===== src/rtl/internal_framebuffer_stream_loader_pkg.sv =====
// Shared definitions for the internal framebuffer load path: FSM state
// encoding, default-derived width constants and bytes-per-pixel.
package internal_framebuffer_pkg;

    typedef enum logic [1:0] {
        IDLE      = 2'd0,
        RECEIVE   = 2'd1,
        DRAIN     = 2'd2,
        WAIT_DONE = 2'd3
    } load_state_t;

    localparam int unsigned NUMBER_OF_PIXELS_PER_BEAT    = 2;
    localparam int unsigned NUMBER_OF_SUB_PIXELS         = 4;
    localparam int unsigned SUB_PIXEL_WIDTH              = 8;
    localparam int unsigned FRAMEBUFFER_SIZE_IN_PIXEL_LG = 18;

    localparam int unsigned PIXEL_WIDTH     = NUMBER_OF_SUB_PIXELS * SUB_PIXEL_WIDTH;
    localparam int unsigned STREAM_WIDTH    = NUMBER_OF_PIXELS_PER_BEAT * PIXEL_WIDTH;
    localparam int unsigned MEM_MASK_WIDTH  = NUMBER_OF_PIXELS_PER_BEAT * NUMBER_OF_SUB_PIXELS;
    localparam int unsigned MEM_ADDR_WIDTH  = FRAMEBUFFER_SIZE_IN_PIXEL_LG - $clog2(NUMBER_OF_PIXELS_PER_BEAT);
    localparam int unsigned BYTES_PER_PIXEL = PIXEL_WIDTH / 8;

endpackage


===== src/rtl/internal_framebuffer_stream_loader_if.sv =====
// AXI-Stream beat channel from the DMA read engine into the loader.
// master: stream source (DMA), slave: the loader.
interface internal_framebuffer_stream_loader_if #(
    parameter int unsigned DATA_WIDTH = 64,
    parameter int unsigned STRB_WIDTH = 8
);
    logic                  s_axis_tvalid;
    logic                  s_axis_tready;
    logic                  s_axis_tlast;
    logic [DATA_WIDTH-1:0] s_axis_tdata;
    logic [STRB_WIDTH-1:0] s_axis_tstrb;

    modport master (
        output s_axis_tvalid, s_axis_tlast, s_axis_tdata, s_axis_tstrb,
        input  s_axis_tready
    );

    modport slave (
        input  s_axis_tvalid, s_axis_tlast, s_axis_tdata, s_axis_tstrb,
        output s_axis_tready
    );
endinterface


===== src/rtl/internal_framebuffer_write_stage.sv =====
// Registered RAM write port: presents one accepted stream beat to the
// framebuffer RAM exactly one cycle after its handshake.
module internal_framebuffer_write_stage #(
    parameter int unsigned DATA_WIDTH = 64,
    parameter int unsigned MASK_WIDTH = 8,
    parameter int unsigned ADDR_WIDTH = 17
) (
    input  logic                  aclk,
    input  logic                  resetn,
    input  logic                  wr_valid,
    input  logic [ADDR_WIDTH-1:0] wr_index,
    input  logic [DATA_WIDTH-1:0] wr_data,
    input  logic [MASK_WIDTH-1:0] wr_mask,
    output logic [DATA_WIDTH-1:0] writeDataPort,
    output logic                  writeEnablePort,
    output logic [ADDR_WIDTH-1:0] writeAddrPort,
    output logic [MASK_WIDTH-1:0] writeMaskPort
);

    // Strobe follows each handshake; address/data/mask hold between writes.
    always_ff @(posedge aclk or negedge resetn) begin
        if (!resetn) begin
            writeEnablePort <= 1'b0;
            writeAddrPort   <= '0;
            writeDataPort   <= '0;
            writeMaskPort   <= '0;
        end else begin
            writeEnablePort <= wr_valid;
            if (wr_valid) begin
                writeAddrPort <= wr_index;
                writeDataPort <= wr_data;
                writeMaskPort <= wr_mask;
            end
        end
    end

endmodule


===== src/rtl/internal_framebuffer_stream_loader.sv =====
// Loads a block of external memory into the internal framebuffer RAM:
// requests a DMA read, then writes each returned stream beat to RAM,
// masked by tstrb and the per-channel colour mask.
// Optional: INTERNAL_FRAMEBUFFER_STREAM_LOADER_ERROR_STATUS_EN adds a sticky
// errStatus output (bit0 early tlast, bit1 surplus beats drained).
module internal_framebuffer_stream_loader
    import internal_framebuffer_pkg::*;
#(
    parameter int unsigned NUMBER_OF_PIXELS_PER_BEAT    = 2,
    parameter int unsigned NUMBER_OF_SUB_PIXELS         = 4,
    parameter int unsigned SUB_PIXEL_WIDTH              = 8,
    parameter int unsigned FRAMEBUFFER_SIZE_IN_PIXEL_LG = 18,
    parameter int unsigned FB_SIZE_IN_PIXEL_LG          = 20,
    parameter int unsigned ADDR_WIDTH                   = 32,
    localparam int unsigned PIX_W    = NUMBER_OF_SUB_PIXELS * SUB_PIXEL_WIDTH,
    localparam int unsigned STREAM_W = NUMBER_OF_PIXELS_PER_BEAT * PIX_W,
    localparam int unsigned MASK_W   = NUMBER_OF_PIXELS_PER_BEAT * NUMBER_OF_SUB_PIXELS,
    localparam int unsigned LG_PPB   = $clog2(NUMBER_OF_PIXELS_PER_BEAT),
    localparam int unsigned MADDR_W  = FRAMEBUFFER_SIZE_IN_PIXEL_LG - LG_PPB,
    localparam int unsigned BPP      = PIX_W / 8
) (
    input  logic                            aclk,
    input  logic                            resetn,
    input  logic [NUMBER_OF_SUB_PIXELS-1:0] confMask,
    input  logic                            apply,
    output logic                            applied,
    input  logic                            cmdLoad,
    input  logic [FB_SIZE_IN_PIXEL_LG-1:0]  cmdSize,
    input  logic [ADDR_WIDTH-1:0]           cmdAddr,
    output logic [STREAM_W-1:0]             writeDataPort,
    output logic                            writeEnablePort,
    output logic [MADDR_W-1:0]              writeAddrPort,
    output logic [MASK_W-1:0]               writeMaskPort,
    internal_framebuffer_stream_loader_if.slave s_axis,
`ifdef INTERNAL_FRAMEBUFFER_STREAM_LOADER_ERROR_STATUS_EN
    output logic [1:0]                      errStatus,
`endif
    output logic                            m_tstart,
    output logic [ADDR_WIDTH-1:0]           m_taddr,
    output logic [ADDR_WIDTH-1:0]           m_tbytes,
    input  logic                            m_tdone
);

    load_state_t        state;
    logic [MADDR_W-1:0] size_beats;
    logic [MADDR_W-1:0] index;
    logic [MADDR_W-1:0] index_next;
    logic [MADDR_W-1:0] cmd_beats;
    logic               hs;
    logic               wr_valid;
    logic [MASK_W-1:0]  wr_mask;

    assign s_axis.s_axis_tready = (state == RECEIVE) || (state == DRAIN);
    assign hs         = s_axis.s_axis_tvalid && s_axis.s_axis_tready;
    assign wr_valid   = hs && (state == RECEIVE);
    assign index_next = index + MADDR_W'(1);
    assign cmd_beats  = MADDR_W'(cmdSize >> LG_PPB);
    assign wr_mask    = s_axis.s_axis_tstrb & {NUMBER_OF_PIXELS_PER_BEAT{confMask}};

    // Command FSM: DMA request, beat counting, drain and completion wait.
    always_ff @(posedge aclk or negedge resetn) begin
        if (!resetn) begin
            state      <= IDLE;
            size_beats <= '0;
            index      <= '0;
            applied    <= 1'b1;
            m_tstart   <= 1'b0;
            m_taddr    <= '0;
            m_tbytes   <= '0;
`ifdef INTERNAL_FRAMEBUFFER_STREAM_LOADER_ERROR_STATUS_EN
            errStatus  <= '0;
`endif
        end else begin
            if (m_tstart && m_tdone)
                m_tstart <= 1'b0;
            case (state)
                IDLE: begin
                    if (apply && cmdLoad && !m_tstart) begin
                        size_beats <= cmd_beats;
`ifdef INTERNAL_FRAMEBUFFER_STREAM_LOADER_ERROR_STATUS_EN
                        errStatus  <= '0;
`endif
                        if (cmd_beats != '0) begin
                            m_tstart <= 1'b1;
                            m_taddr  <= cmdAddr;
                            m_tbytes <= ADDR_WIDTH'(cmdSize) * ADDR_WIDTH'(BPP);
                            applied  <= 1'b0;
                            index    <= '0;
                            state    <= RECEIVE;
                        end
                    end
                end
                RECEIVE: begin
                    if (hs) begin
                        index <= index_next;
                        if (s_axis.s_axis_tlast) begin
                            state <= WAIT_DONE;
`ifdef INTERNAL_FRAMEBUFFER_STREAM_LOADER_ERROR_STATUS_EN
                            if (index_next != size_beats)
                                errStatus[0] <= 1'b1;
`endif
                        end else if (index_next == size_beats) begin
                            state <= DRAIN;
                        end
                    end
                end
                DRAIN: begin
                    if (hs) begin
`ifdef INTERNAL_FRAMEBUFFER_STREAM_LOADER_ERROR_STATUS_EN
                        errStatus[1] <= 1'b1;
`endif
                        if (s_axis.s_axis_tlast)
                            state <= WAIT_DONE;
                    end
                end
                WAIT_DONE: begin
                    if (!m_tstart) begin
                        state   <= IDLE;
                        applied <= 1'b1;
                    end
                end
                default: state <= IDLE;
            endcase
        end
    end

    internal_framebuffer_write_stage #(
        .DATA_WIDTH (STREAM_W),
        .MASK_WIDTH (MASK_W),
        .ADDR_WIDTH (MADDR_W)
    ) u_write_stage (
        .aclk            (aclk),
        .resetn          (resetn),
        .wr_valid        (wr_valid),
        .wr_index        (index),
        .wr_data         (s_axis.s_axis_tdata),
        .wr_mask         (wr_mask),
        .writeDataPort   (writeDataPort),
        .writeEnablePort (writeEnablePort),
        .writeAddrPort   (writeAddrPort),
        .writeMaskPort   (writeMaskPort)
    );

endmodule


===== src/flat_wrapper.sv =====
// flat-port wrapper written by rule: the top's interface ports become plain ports
module internal_framebuffer_stream_loader_flat import internal_framebuffer_pkg::*;
#(
    parameter int unsigned NUMBER_OF_PIXELS_PER_BEAT    = 2,
    parameter int unsigned NUMBER_OF_SUB_PIXELS         = 4,
    parameter int unsigned SUB_PIXEL_WIDTH              = 8,
    parameter int unsigned FRAMEBUFFER_SIZE_IN_PIXEL_LG = 18,
    parameter int unsigned FB_SIZE_IN_PIXEL_LG          = 20,
    parameter int unsigned ADDR_WIDTH                   = 32,
    localparam int unsigned PIX_W    = NUMBER_OF_SUB_PIXELS * SUB_PIXEL_WIDTH,
    localparam int unsigned STREAM_W = NUMBER_OF_PIXELS_PER_BEAT * PIX_W,
    localparam int unsigned MASK_W   = NUMBER_OF_PIXELS_PER_BEAT * NUMBER_OF_SUB_PIXELS,
    localparam int unsigned LG_PPB   = $clog2(NUMBER_OF_PIXELS_PER_BEAT),
    localparam int unsigned MADDR_W  = FRAMEBUFFER_SIZE_IN_PIXEL_LG - LG_PPB,
    localparam int unsigned BPP      = PIX_W / 8
)
  (aclk, resetn, confMask, apply, applied, cmdLoad, cmdSize, cmdAddr, writeDataPort, writeEnablePort, writeAddrPort, writeMaskPort, m_tstart, m_taddr, m_tbytes, m_tdone, s_axis_s_axis_tvalid, s_axis_s_axis_tlast, s_axis_s_axis_tdata, s_axis_s_axis_tstrb, s_axis_s_axis_tready);
  internal_framebuffer_stream_loader_if #(.DATA_WIDTH(64), .STRB_WIDTH(8)) s_axis_i ();
  input  logic aclk;
  input  logic resetn;
  input  logic [NUMBER_OF_SUB_PIXELS-1:0] confMask;
  input  logic apply;
  output logic applied;
  input  logic cmdLoad;
  input  logic [FB_SIZE_IN_PIXEL_LG-1:0] cmdSize;
  input  logic [ADDR_WIDTH-1:0] cmdAddr;
  output logic [STREAM_W-1:0] writeDataPort;
  output logic writeEnablePort;
  output logic [MADDR_W-1:0] writeAddrPort;
  output logic [MASK_W-1:0] writeMaskPort;
  output logic m_tstart;
  output logic [ADDR_WIDTH-1:0] m_taddr;
  output logic [ADDR_WIDTH-1:0] m_tbytes;
  input  logic m_tdone;
  input wire logic [$bits(s_axis_i.s_axis_tvalid)-1:0] s_axis_s_axis_tvalid;
  input wire logic [$bits(s_axis_i.s_axis_tlast)-1:0] s_axis_s_axis_tlast;
  input wire logic [$bits(s_axis_i.s_axis_tdata)-1:0] s_axis_s_axis_tdata;
  input wire logic [$bits(s_axis_i.s_axis_tstrb)-1:0] s_axis_s_axis_tstrb;
  output wire logic [$bits(s_axis_i.s_axis_tready)-1:0] s_axis_s_axis_tready;
  assign s_axis_i.s_axis_tvalid = s_axis_s_axis_tvalid;
  assign s_axis_i.s_axis_tlast = s_axis_s_axis_tlast;
  assign s_axis_i.s_axis_tdata = s_axis_s_axis_tdata;
  assign s_axis_i.s_axis_tstrb = s_axis_s_axis_tstrb;
  assign s_axis_s_axis_tready = s_axis_i.s_axis_tready;
  internal_framebuffer_stream_loader #(.NUMBER_OF_PIXELS_PER_BEAT(NUMBER_OF_PIXELS_PER_BEAT), .NUMBER_OF_SUB_PIXELS(NUMBER_OF_SUB_PIXELS), .SUB_PIXEL_WIDTH(SUB_PIXEL_WIDTH), .FRAMEBUFFER_SIZE_IN_PIXEL_LG(FRAMEBUFFER_SIZE_IN_PIXEL_LG), .FB_SIZE_IN_PIXEL_LG(FB_SIZE_IN_PIXEL_LG), .ADDR_WIDTH(ADDR_WIDTH)) u_core (.aclk(aclk), .resetn(resetn), .confMask(confMask), .apply(apply), .applied(applied), .cmdLoad(cmdLoad), .cmdSize(cmdSize), .cmdAddr(cmdAddr), .writeDataPort(writeDataPort), .writeEnablePort(writeEnablePort), .writeAddrPort(writeAddrPort), .writeMaskPort(writeMaskPort), .s_axis(s_axis_i), .m_tstart(m_tstart), .m_taddr(m_taddr), .m_tbytes(m_tbytes), .m_tdone(m_tdone));
endmodule

===== config.mk =====
export PLATFORM = sky130hd
export DESIGN_NAME = internal_framebuffer_stream_loader_flat
export DESIGN_NICKNAME = d
export VERILOG_FILES = /design/src/rtl/internal_framebuffer_stream_loader_pkg.sv /design/src/rtl/internal_framebuffer_stream_loader_if.sv /design/src/rtl/internal_framebuffer_write_stage.sv /design/src/rtl/internal_framebuffer_stream_loader.sv /design/src/flat_wrapper.sv
export SDC_FILE = /design/constraint.sdc
export NUM_CORES = 1
export LEC_CHECK = 0
export CAP_MARGIN = 40
export CORE_UTILIZATION = 30
export DETAILED_ROUTE_END_ITERATION = 8
export REMOVE_ABC_BUFFERS = 1
export SLEW_MARGIN = 10
export SYNTH_ARGS = -nofsm -noshare
export SYNTH_HDL_FRONTEND = slang
export SYNTH_SLANG_ARGS = --single-unit

===== constraint.sdc =====
create_clock -name aclk -period 2.72 [get_ports aclk]
set_input_delay 0.544 -clock aclk [delete_from_list [all_inputs] [get_ports aclk]]
set_output_delay 0.544 -clock aclk [all_outputs]
set_load 0.05 [all_outputs]

# == After elaboration in Yosys (flattened, before gate mapping) ==
# Index checks and enable logic that the tools add are counted.
# op_classes
addsub,1
eq_ne,11
mux,21
n_bitwise,1
n_reduce_logical,16
# ops
operator,count
17-bit two-way mux,3
17-bit case mux with 2 select lines,1
"17-bit by 1-bit adder with 17-bit output, second input constant",1
17-bit equality test,1
17-bit nonzero test,1
2-bit two-way mux,8
8-bit bitwise AND,1
"2-bit by 1-bit != test with 1-bit output, second input constant",4
2-bit case mux with 4 select lines,1
4-bit AND reduction,2
1-bit two-way mux,7
7-bit AND reduction,1
1-bit logical AND,5
"2-bit equality test, second input constant",2
"2-bit != test, second input constant",2
2-bit nonzero test,2
"3-bit != test, second input constant",1
3-bit AND reduction,1
"2-bit by 1-bit equality test with 1-bit output, second input constant",1
2-bit zero test,1
1-bit case mux with 2 select lines,1
2-bit AND reduction,1
1-bit zero test,1
1-bit logical OR,1
# word_totals
reg_bits,180
in_bits,135
wordCells,61

# == Depth between registers and ports, before layout ==
# logic_depth
word_depth,6
mapped_depth,10
mapped_depth_nobuf,9

# == By module ==
# From an unflattened synthesis, not the netlist that was laid out.
# hier_totals
cells_unflattened,645
area_unflattened_um2,7877.6
# modules_own_cells
module,n_inst,cells_per_inst,area_per_inst_um2
internal_framebuffer_stream_loader,1,456,4516.8
internal_framebuffer_write_stage,1,189,3360.7

# == Worst setup path before layout ==
# OpenSTA, ideal clock, no wires.
# synth_timing
path_kind,reg2reg
start,register u_core.index[0]
end,register u_core.state[0]
setup_ns,0.120
arrival_time_ns,2.505
required_ns,2.600
slack_ns,0.096
stages_incl_launch_ff,10
n_path_buf,1
path_cell_list,dfrtp_1 > ha_1 > buf_2 > nand4_1 > nor3_1 > or3_2 > a2111oi_2 > nand4b_1 > or3_1 > and3_1
# synth_via
elab_chain_cells,4
# synth_rtl
item,line,rtl
from (decl),internal_framebuffer_stream_loader.sv:46,logic [MADDR_W-1:0] index;
from (signal assigned),internal_framebuffer_stream_loader.sv:95,index <= index_next;
17-bit by 1-bit adder with 17-bit output,internal_framebuffer_stream_loader.sv:56,assign index_next = index + MADDR_W'(1);
17-bit equality test,internal_framebuffer_stream_loader.sv:102,end else if (index_next == size_beats) begin
3-bit != test (no line),--,
7-bit AND reduction (no line),--,
to (signal assigned),internal_framebuffer_stream_loader.sv:63,state <= IDLE;
to (signal assigned),internal_framebuffer_stream_loader.sv:103,state <= DRAIN;
to (signal assigned),internal_framebuffer_stream_loader.sv:113,state <= WAIT_DONE;
to (decl),internal_framebuffer_stream_loader.sv:44,load_state_t state;
# Every way passes these cells.
# A chain may end at the register's enable or synchronous reset.

# == Final worst setup path ==
# Ends and elaborated chain as after synthesis.

==> flow_summary.toml <==
[status]
status = "finished clean"

[cts]
cts.hold.buffers_added = 0
htree_levels = 4
cts_sinks = 180
cts_tree = "done"
cts_root_buf = "clkbuf_16"
cts_max_path_buffers = 2
cts_setup_buffers = 0
insertion_delay_ns = 0.43
clk_pin_slew_ns = 0.08
cts_made_buffers = 17

[layout]
design_area_mm2 = 0.0117
mostFrequentLayoutCells = "277 x clkdlybuf4s50_1, 177 x dfrtp_1, 133 x mux2_2, 43 x o21ai_0, 39 x buf_4"
area_growth_pct = 51.6
drive_gt1_share_pct = 25.0
finalNetCount = 1046
seq_area_mm2 = 0.00451
layoutNonFillerInstCount = 1251
multiInputGateArea_mm2 = 0.00300
final_common_cell = "clkdlybuf4s50_1"
n_fill_cell = 2332

[timing]
rsz0062_at_grt = "false"
skew_ns = 0.0152
setup_viol = 0
tightest_slew_ns = 0.620
whs_ns = 0.102
slew_violations = 0
setup_tns_ns = 0
fin_crit_sh_pct = 92.1
min_period_ns = 2.50
max_freq_mhz = 399
slew_headroom_pct = 58.5
hold_viol = 0

[power]
internal-power_mw = 8.13
power_density_mw_per_mm2 = 1280
irDropWorstVdd_mv = 0.641
p_comb_share_pct = 54.2
p_clk_share_pct = 16.3
pwr-share-seq_pct = 29.4
p_leak_nw = 4.93
p_sw_share_pct = 45.9
power_mw = 15.0
power_switching_mw = 6.91

[detailed_routing]
viasPerCell = 4.65
wl_per_cell_um = 16.9
firstDrtPassIters = 4
ant_nets = 0
routed_wl_um = 21100
num_vias = 5822
drc_errors = 0
first_iter_violations = 211

[critical_path]
startpoint_type = "register"
cp_num_cells = 8
crit_type = "reg2reg"
cp_num_buf_inv = 0
critPathSlowestCell = "or3_2"
critical_path.startpoint = "u_core.index[0]"
crit_chain = "ha_1, nand4_1, nor3_2, or3_2, a2111oi_2, nand4b_1, or3_1, and3_1"
cp.arrival_ns = 2.82
worstRegToRegCells = 8
crit_required_ns = 3.04
cpPeakStageDelay_ns = 0.48
path_max_fanout = 3
cp_top_family = "simple AND/OR/NAND/NOR gates"
r2r-start = "u_core.index[0]"
crit_path_end_kind = "register"

[floorplanning]
dieArea_mm2 = 0.0265
num_io_pins = 292
initial_core_util_pct = 30.7
row_count = 58
dieHeight_um = 163
die_width_um = 163
coreArea_mm2 = 0.0253

[placed_design]
port_buffers = 279
dpl_cell_area_mm2 = 0.0111
place_congestion = 0.790
dp.cells = 1217
hpwl_um = 15600

[synth]
ys.warnings.count = 0
syn_inst = 599
yosys.area.top_type = "dfrtp_1"
synth.yosys.seq_area_share_pct = 58.2
synth-seq-cells = 180
yosys-top-cells-area = "dfrtp_1 58%, mux2_2 19%, o21ai_0 2.8%, a22o_1 2.0%, nand2_1 1.9%"
netlist_area_mm2 = 0.00775
ys_types = 54
synthFlopType = "dfrtp_1"
synth_edf_count = 0
async_reset_ff_share_pct = 100
postSynthAreaPerCell_um2 = 12.9
yosysTopAreaCellShare_pct = 57.8

[global_routing]
grt_max_degree = 66
grt_pass1_vias = 6189
grt-ovfl-total = 0
grt_antenna_before_repair = 2
grt_first_pass_wirelength_um = 34200
gr-usage-all-layers_pct = 16.7

[worst_hold_path]
hp-class = "in2async"

[run]
drv_cap = 0
==> final cells by class <==
class	instances	share of cell area, %
diodes	2	0.0426
multi-input cells	376	25.6
well taps	330	3.52
inverters	8	0.256
flip-flops and latches	180	38.4
repair buffers	323	27.2
clock inverters	14	1.33
clock buffers	18	3.65
==> registers in the layout, indices dropped and copies added (netlist names), 2 cells and up <==
| name | flops |
|---|---|
| u_core.size_beats | 17 |
| u_core.m_taddr | 32 |
| u_core.u_write_stage.writeAddrPort | 17 |
| u_core.u_write_stage.writeMaskPort | 8 |
| u_core.u_write_stage.writeDataPort | 64 |
| u_core.index | 17 |
| u_core.state | 2 |
| u_core.m_tbytes | 20 |
==> what timing repair did <==
item / in CTS / in global routing
gates resized for setup: 0 / 3
endpoints found under the setup margin: 0 / 2
hold endpoints to repair: 0 / 0
==> cell families (layout without fill, tap and decap cells) <==
family,after synthesis,after routing,synth area share [%]
other cells,1,14,0.0484
flops,180,180,58.2
compound gates,90,90,7.56
xor+xnor,20,20,2.26
mux,133,133,19.3
buf+inv,54,363,3.73
simple gates,116,116,8.11
fa+ha+maj,5,5,0.807
==> through the flow <==
stage	utilization [%]	setup slack [ns]
2_1_floorplan	-	-1.76
3_3_place_gp	44.1	-0.132
3_5_place_dp	44.1	-0.161
4_1_cts	46.5	0.132
5_1_grt	46.5	0.000754
6_report	46.5	0.216
==> worst paths after layout <==
kind                                                          end  slack (ns)
hold reg to reg             u_core.u_write_stage.writeMaskPort[7]        0.48
min in group aclk           u_core.u_write_stage.writeMaskPort[7]        0.48
setup reg to reg                                  u_core.state[0]        0.22
max in group asynchronous  u_core.u_write_stage.writeDataPort[40]        1.87
hold / removal             u_core.u_write_stage.writeDataPort[35]        0.10
setup / recovery                                  u_core.state[0]        0.22
==> synthesized netlist by cell type, types with 2 or more instances <==
master and n:
a21oi_1 5, a31oi_1 3, ha_1 5, nand3_1 6
or2_2 2, buf_1 2, nand3b_1 2, a211o_1 2
nand2_1 39, nor4_1 6, o211ai_1 4, or3_2 2
buf_4 14, clkbuf_1 22, o31ai_1 6, and3_1 3
clkbuf_8 2, clkbuf_2 2, xor2_1 7, nand4_1 6
o41ai_1 2, dfrtp_1 179, buf_2 3, mux2_2 133
inv_1 8, a22o_1 18, o21ai_0 44, nor3_1 3
xnor2_1 13, nand3_2 2, nor2b_1 8, or3_1 4
nor2_1 21
==> per-layer routing <==
layer  track usage [%]  part of all wire, %  up-vias
met5                 0                    0        -
met4              5.27                  1.6        0
met3              4.84                  6.5       17
met2              27.4                   49      183
met1              21.2                   43     2887
li1                  -                    -     2735
==> power groups by stage <==
stage	sequential, mW	clock [mW]	combinational (mW)
after global routing	4.60	2.66	8.54
after CTS	4.44	2.55	8.24
after floorplan	7.78	0	1.95
final	4.43	2.46	8.16
after global placement	4.44	0	8.19
after detailed placement	4.48	0	8.22
Note: power is estimated with default switching activity, not from simulation.
==> patch 1: new RTL, same settings <==
`FB_SIZE_IN_PIXEL_LG` is set to 20 in 2 places; all go to 40.
--- a/src/rtl/internal_framebuffer_stream_loader.sv
+++ b/src/rtl/internal_framebuffer_stream_loader.sv
@@ -11,5 +11,5 @@
     parameter int unsigned SUB_PIXEL_WIDTH              = 8,
     parameter int unsigned FRAMEBUFFER_SIZE_IN_PIXEL_LG = 18,
-    parameter int unsigned FB_SIZE_IN_PIXEL_LG          = 20,
+    parameter int unsigned FB_SIZE_IN_PIXEL_LG          = 40,
     parameter int unsigned ADDR_WIDTH                   = 32,
     localparam int unsigned PIX_W    = NUMBER_OF_SUB_PIXELS * SUB_PIXEL_WIDTH,
--- a/src/flat_wrapper.sv
+++ b/src/flat_wrapper.sv
@@ -6,5 +6,5 @@
     parameter int unsigned SUB_PIXEL_WIDTH              = 8,
     parameter int unsigned FRAMEBUFFER_SIZE_IN_PIXEL_LG = 18,
-    parameter int unsigned FB_SIZE_IN_PIXEL_LG          = 20,
+    parameter int unsigned FB_SIZE_IN_PIXEL_LG          = 40,
     parameter int unsigned ADDR_WIDTH                   = 32,
     localparam int unsigned PIX_W    = NUMBER_OF_SUB_PIXELS * SUB_PIXEL_WIDTH,
Ports: changed (resized cmdSize); port bits go from 292 to 312. The function was not compared with the original's and may differ.
==> patch 1 against the unedited design <==
  * Highest routed layer unchanged
  * Power rose by 5.9%
  * Sequential share of layout area barely moved
  * Synthesized area rose by 4.6%
  * Wire length rose by 2.4%
  * The flow now finishes with violations (design-rule violations)
  * Setup slack improved by 11 ps
  * Critical path depth fell by 1
  * Sequential cell count rose by 10
  * Global-route usage fell by 0.57 points
  * Sequential power rose by 5.6%
  * Cell area rose by 5.6%
  * Core utilization rose by 0.70 points
==> patch 1: results (changes against the unedited design) <==
[outcome]
outcome = finished, violations left
violations = design-rule violations

[timing]
tightestPinTransition_ps = 607  ; -12.7 ps
skew_ps = 10.3  ; -4.89 ps

[route]
first_pass_iters = 7  ; +3
drt_iter0_drc = 271  ; +28%
met1_length_mm = 9.37  ; +3.0%
wl_per_cell_um = 16.7  ; -1.0%
drcViolationCount = 10  ; +10
wl_met3_mm = 1.37  ; -0.22%
wl_met2_mm = 10.7  ; +3.7%
routed_wl_mm = 21.6  ; +2.4%
vias_per_cell = 4.70  ; +1.0%

[setup_path]
crit_fanout = 9  ; +6
cp-endpoint = u_core.state[1]
rr_worst_depth = 7  ; -1
cp.arrival_ps = 2800  ; -20 ps
timing.rr.end = u_core.state[1]
slowest_delay_ps = 500  ; +20 ps
critPathLaunch = u_core.index[7]

[synth]
synthAdderAreaFrac_pct = 0.772  ; -0.036 points
synth-compound-area-share_pct = 7.92  ; +0.36 points
avgSynthCellArea_um2 = 13.2  ; +2.1%
yosys-top-cells-area = dfrtp_1 (58%), mux2_2 (20%), a22o_1 (2.1%), nand2_1 (1.7%), o21ai_0 (1.7%)
yosysUniqueCellTypes = 53  ; -1.9%
synthTopCellsByCount = dfrtp_1 (189), mux2_2 (142), nand2_1 (37), o21ai_0 (27)
synthMuxAreaShare_pct = 20.0  ; +0.66 points
ys_seq_area_share_pct = 58.7  ; +0.51 points

[placed_design]
port_buffers = 299  ; +7.2%
dp.final_hpwl_mm = 16.0  ; +2.1%
gp_congestion = 0.794  ; +0.48%
dpl_cell_area_um2 = 11800  ; +6.1%

[global_route]
grt_pass1_vias = 6319  ; +2.1%
grt_usage_pct = 16.2  ; -0.57 points
met3_usage_pct = 4.53  ; -0.31 points
gr-usage-met1_pct = 20.7  ; -0.44 points
grt_antenna_before_repair = 0  ; -2
met2_usage_pct = 26.8  ; -0.61 points
grt_pass1_wl_mm = 35.4  ; +3.4%

[final_layout]
fin_nets = 1107  ; +5.8%
antennaDiodeCount = 0  ; -2
largestRegisters = u_core.u_write_stage.writeDataPort x64, u_core.m_taddr x32, u_core.m_tbytes x30
final_layout_size_suffix_gt1_share_pct = 25.2  ; +0.18 points

[min_path]
hold_path.class = input pin to asynchronous set/reset pin

[power_and_ir_drop]
peakVddDrop_v = 0.000646  ; +0.74%
p_leak_uw = 0.00526  ; +6.5%

## patch 1: cell types whose count changed after synthesis, moves of 3 or more
cell / change
clkbuf_1: -4
nand2b_1: +5
o21ai_1: +7
o21ai_0: -17
mux2_2: +9
dfrtp_1: +10
buf_2: +12
buf_4: -7
a21oi_1: +6
nor2b_1: -3
a21o_1: +3
## patch 1: worst min-delay path by stage
stage                                                  to  slack (ps)                             startpoint  depth (start not counted)
global route                            u_core.m_taddr[7]         100                                 resetn                          1
finish                                  u_core.m_taddr[7]          60                                 resetn                          1
floorplan                                 u_core.index[0]         250                                 resetn                          0
detailed placement  u_core.u_write_stage.writeMaskPort[2]         470  u_core.u_write_stage.writeMaskPort[2]                          2
CTS                                     u_core.m_taddr[7]          90                                 resetn                          1
global placement    u_core.u_write_stage.writeMaskPort[5]         460  u_core.u_write_stage.writeMaskPort[5]                          2
## patch 1: power breakdown
group	internal, µW	leakage (µW)	switching [µW]
Sequential	4020	0.00235	660
Combinational	3370	0.00262	5410
Clock	1230	0.000283	1230
## patch 1: stage by stage
step / utilization (%) / power (µW) / TNS, ps / hold WS [ps] / worst slack [ps]
final: 47.2 / 15900 / 0 / 62.9 / 227
after floorplan: - / 10400 / -120260 / 248 / -1580
after global placement: 45.0 / 13500 / -7430 / 464 / -154
after detailed placement: 45.0 / 13600 / -5310 / 471 / -162
after global routing: 47.2 / 16700 / 0 / 95.1 / 10.2
after CTS: 47.2 / 16100 / 0 / 90.4 / 30.3
## patch 1: cell type report
class,count,area (µm²)
clock buffers,18,429
clock inverters,14,144
fillers,2412,13900
inverters,6,22.5
multi-input cells,378,3150
flip-flops and latches,190,4760
well taps,335,419
repair buffers,354,3490
==> patch 2: new RTL, same settings <==
Without the edit above. The 4 states of `load_state_t` get a one-hot encoding in 4 bits.
--- a/src/rtl/internal_framebuffer_stream_loader_pkg.sv
+++ b/src/rtl/internal_framebuffer_stream_loader_pkg.sv
@@ -3,9 +3,9 @@
 package internal_framebuffer_pkg;
 
-    typedef enum logic [1:0] {
-        IDLE      = 2'd0,
-        RECEIVE   = 2'd1,
-        DRAIN     = 2'd2,
-        WAIT_DONE = 2'd3
+    typedef enum logic [3:0] {
+        IDLE      = 4'b0001,
+        RECEIVE   = 4'b0010,
+        DRAIN     = 4'b0100,
+        WAIT_DONE = 4'b1000
     } load_state_t;
 
Function: same outputs for any inputs over 4 cycles, from zero or initial values and one cycle with resetn low; so few cycles prove little.
==> patch 2 against the unedited design <==
  * Sequential cell count grew 2
  * Cell area grew 0.29%
  * Setup slack gained 64 ps
  * Worst hold slack gained 11 ps
  * Wire length grew 4.9%
  * Synthesized area grew 2.8%
  * Largest power group unchanged
  * Core utilization shrank 1.3 points
  * Maximum frequency grew 2.6%
  * Power shrank 5.2%
==> patch 2: results (changes against the unedited design) <==
[outcome]
outcome = finished clean

[power_and_ir_drop]
p_leak_uw = 0.00531  ; +7.5%
peakVddDrop_v = 0.000741  ; +15%

[setup_path]
crit_fanout = 10  ; +7
timing.reg2reg.setup_slack_ps = 280  ; +60 ps

[global_route]
grt_pass1_vias = 6153  ; -0.58%
grt_max_degree = 83  ; +26%
grt_pass1_wl_mm = 34.8  ; +1.7%
grt_usage_pct = 16.7  ; -0.060 points

[synth]
synth_xor_area_share_pct = 2.20  ; -0.062 points
yosys-top-cells-area = dfrtp_1 (57%), nand2_1 (13%), mux2_2 (6.2%), buf_4 (1.9%), buf_2 (1.7%)
yosysUniqueCellTypes = 61  ; +13%
synth-compound-area-share_pct = 7.38  ; -0.18 points
synthTopCellsByCount = nand2_1 (280), dfrtp_1 (180), mux2_2 (44), buf_2 (27), buf_4 (20)
ys_seq_area_share_pct = 57.2  ; -0.95 points

[final_layout]
antennaDiodeCount = 0  ; -2
fin_nets = 1189  ; +14%
final_layout_size_suffix_gt1_share_pct = 11.6  ; -13 points

[placed_design]
dpl_cell_area_um2 = 11200  ; +0.54%
gp_congestion = 0.817  ; +3.4%
dp.final_hpwl_mm = 16.1  ; +2.8%

[timing]
skew_ps = 9.29  ; -5.92 ps
timing.final.crit_share_pct = 89.7  ; -2.4 points
tightestPinTransition_ps = 587  ; -32.6 ps

[route]
first_pass_iters = 5  ; +1
routed_wl_mm = 22.2  ; +4.9%
vias_per_cell = 4.56  ; -2.1%
drt_iter0_drc = 416  ; +97%

[clock_network]
clkTransAtPathRegs_ps = 70

[patch 2: changes by cell type in the layout (fill, tap and decap cells not counted), moves of 12 or more]
cell | unedited run | this run
nand2_1 | 38 | 279
mux2_2 | 133 | 44
o21ai_0 | 43 | 14
buf_4 | 39 | 24
mux2_1 | 0 | 12
[patch 2: cell type report]
class	count	area, µm²
fill	2483	14300
inverter	4	15.0
clock inverter	11	111
sequential	182	4560
multi-input combinational	538	3090
clock buffer	21	460
timing repair buffer	310	3130
tap	335	419
[patch 2: metal layers]
layer | global-route usage [%] | share of wire (%)
met5 | 0 | 0
met4 | 3.67 | 0.69
met2 | 26.8 | 50
met3 | 4.39 | 5.4
met1 | 22.4 | 44
[patch 2: stage by stage]
stage | hold WS [ps] | utilization, %
after floorplan | 248 | -
after global placement | 452 | 43.0
after detailed placement | 455 | 43.0
after CTS | 136 | 45.2
after global routing | 141 | 45.2
final | 113 | 45.2
[patch 2: worst paths after layout]
| path | end | cells after the start | start |
|---|---|---|---|
| max | u_core.state[1] | 7 | u_core.index[1] |
| min | u_core.m_tbytes[10] | 1 | resetn |
| max reg2reg | u_core.state[1] | 7 | u_core.index[1] |
| min reg2reg | u_core.u_write_stage.writeMaskPort[2] | 2 | u_core.u_write_stage.writeMaskPort[2] |
| max in group asynchronous | u_core.m_taddr[10] | 2 | resetn |
| min in group aclk | u_core.u_write_stage.writeMaskPort[2] | 2 | u_core.u_write_stage.writeMaskPort[2] |
[patch 2: worst reg2reg max path, delay by kind of cell (launching register included)]
family	cells	cell delay (ps)
flops	1	440
fa+ha+maj	1	340
simple gates	3	820
compound gates	3	730
[patch 2: report_power, final]
group	internal [µW]	leakage, µW	switching [µW]
registers	3780	0.00232	654
clock network	1330	0.000275	1100
logic	2650	0.00271	4740
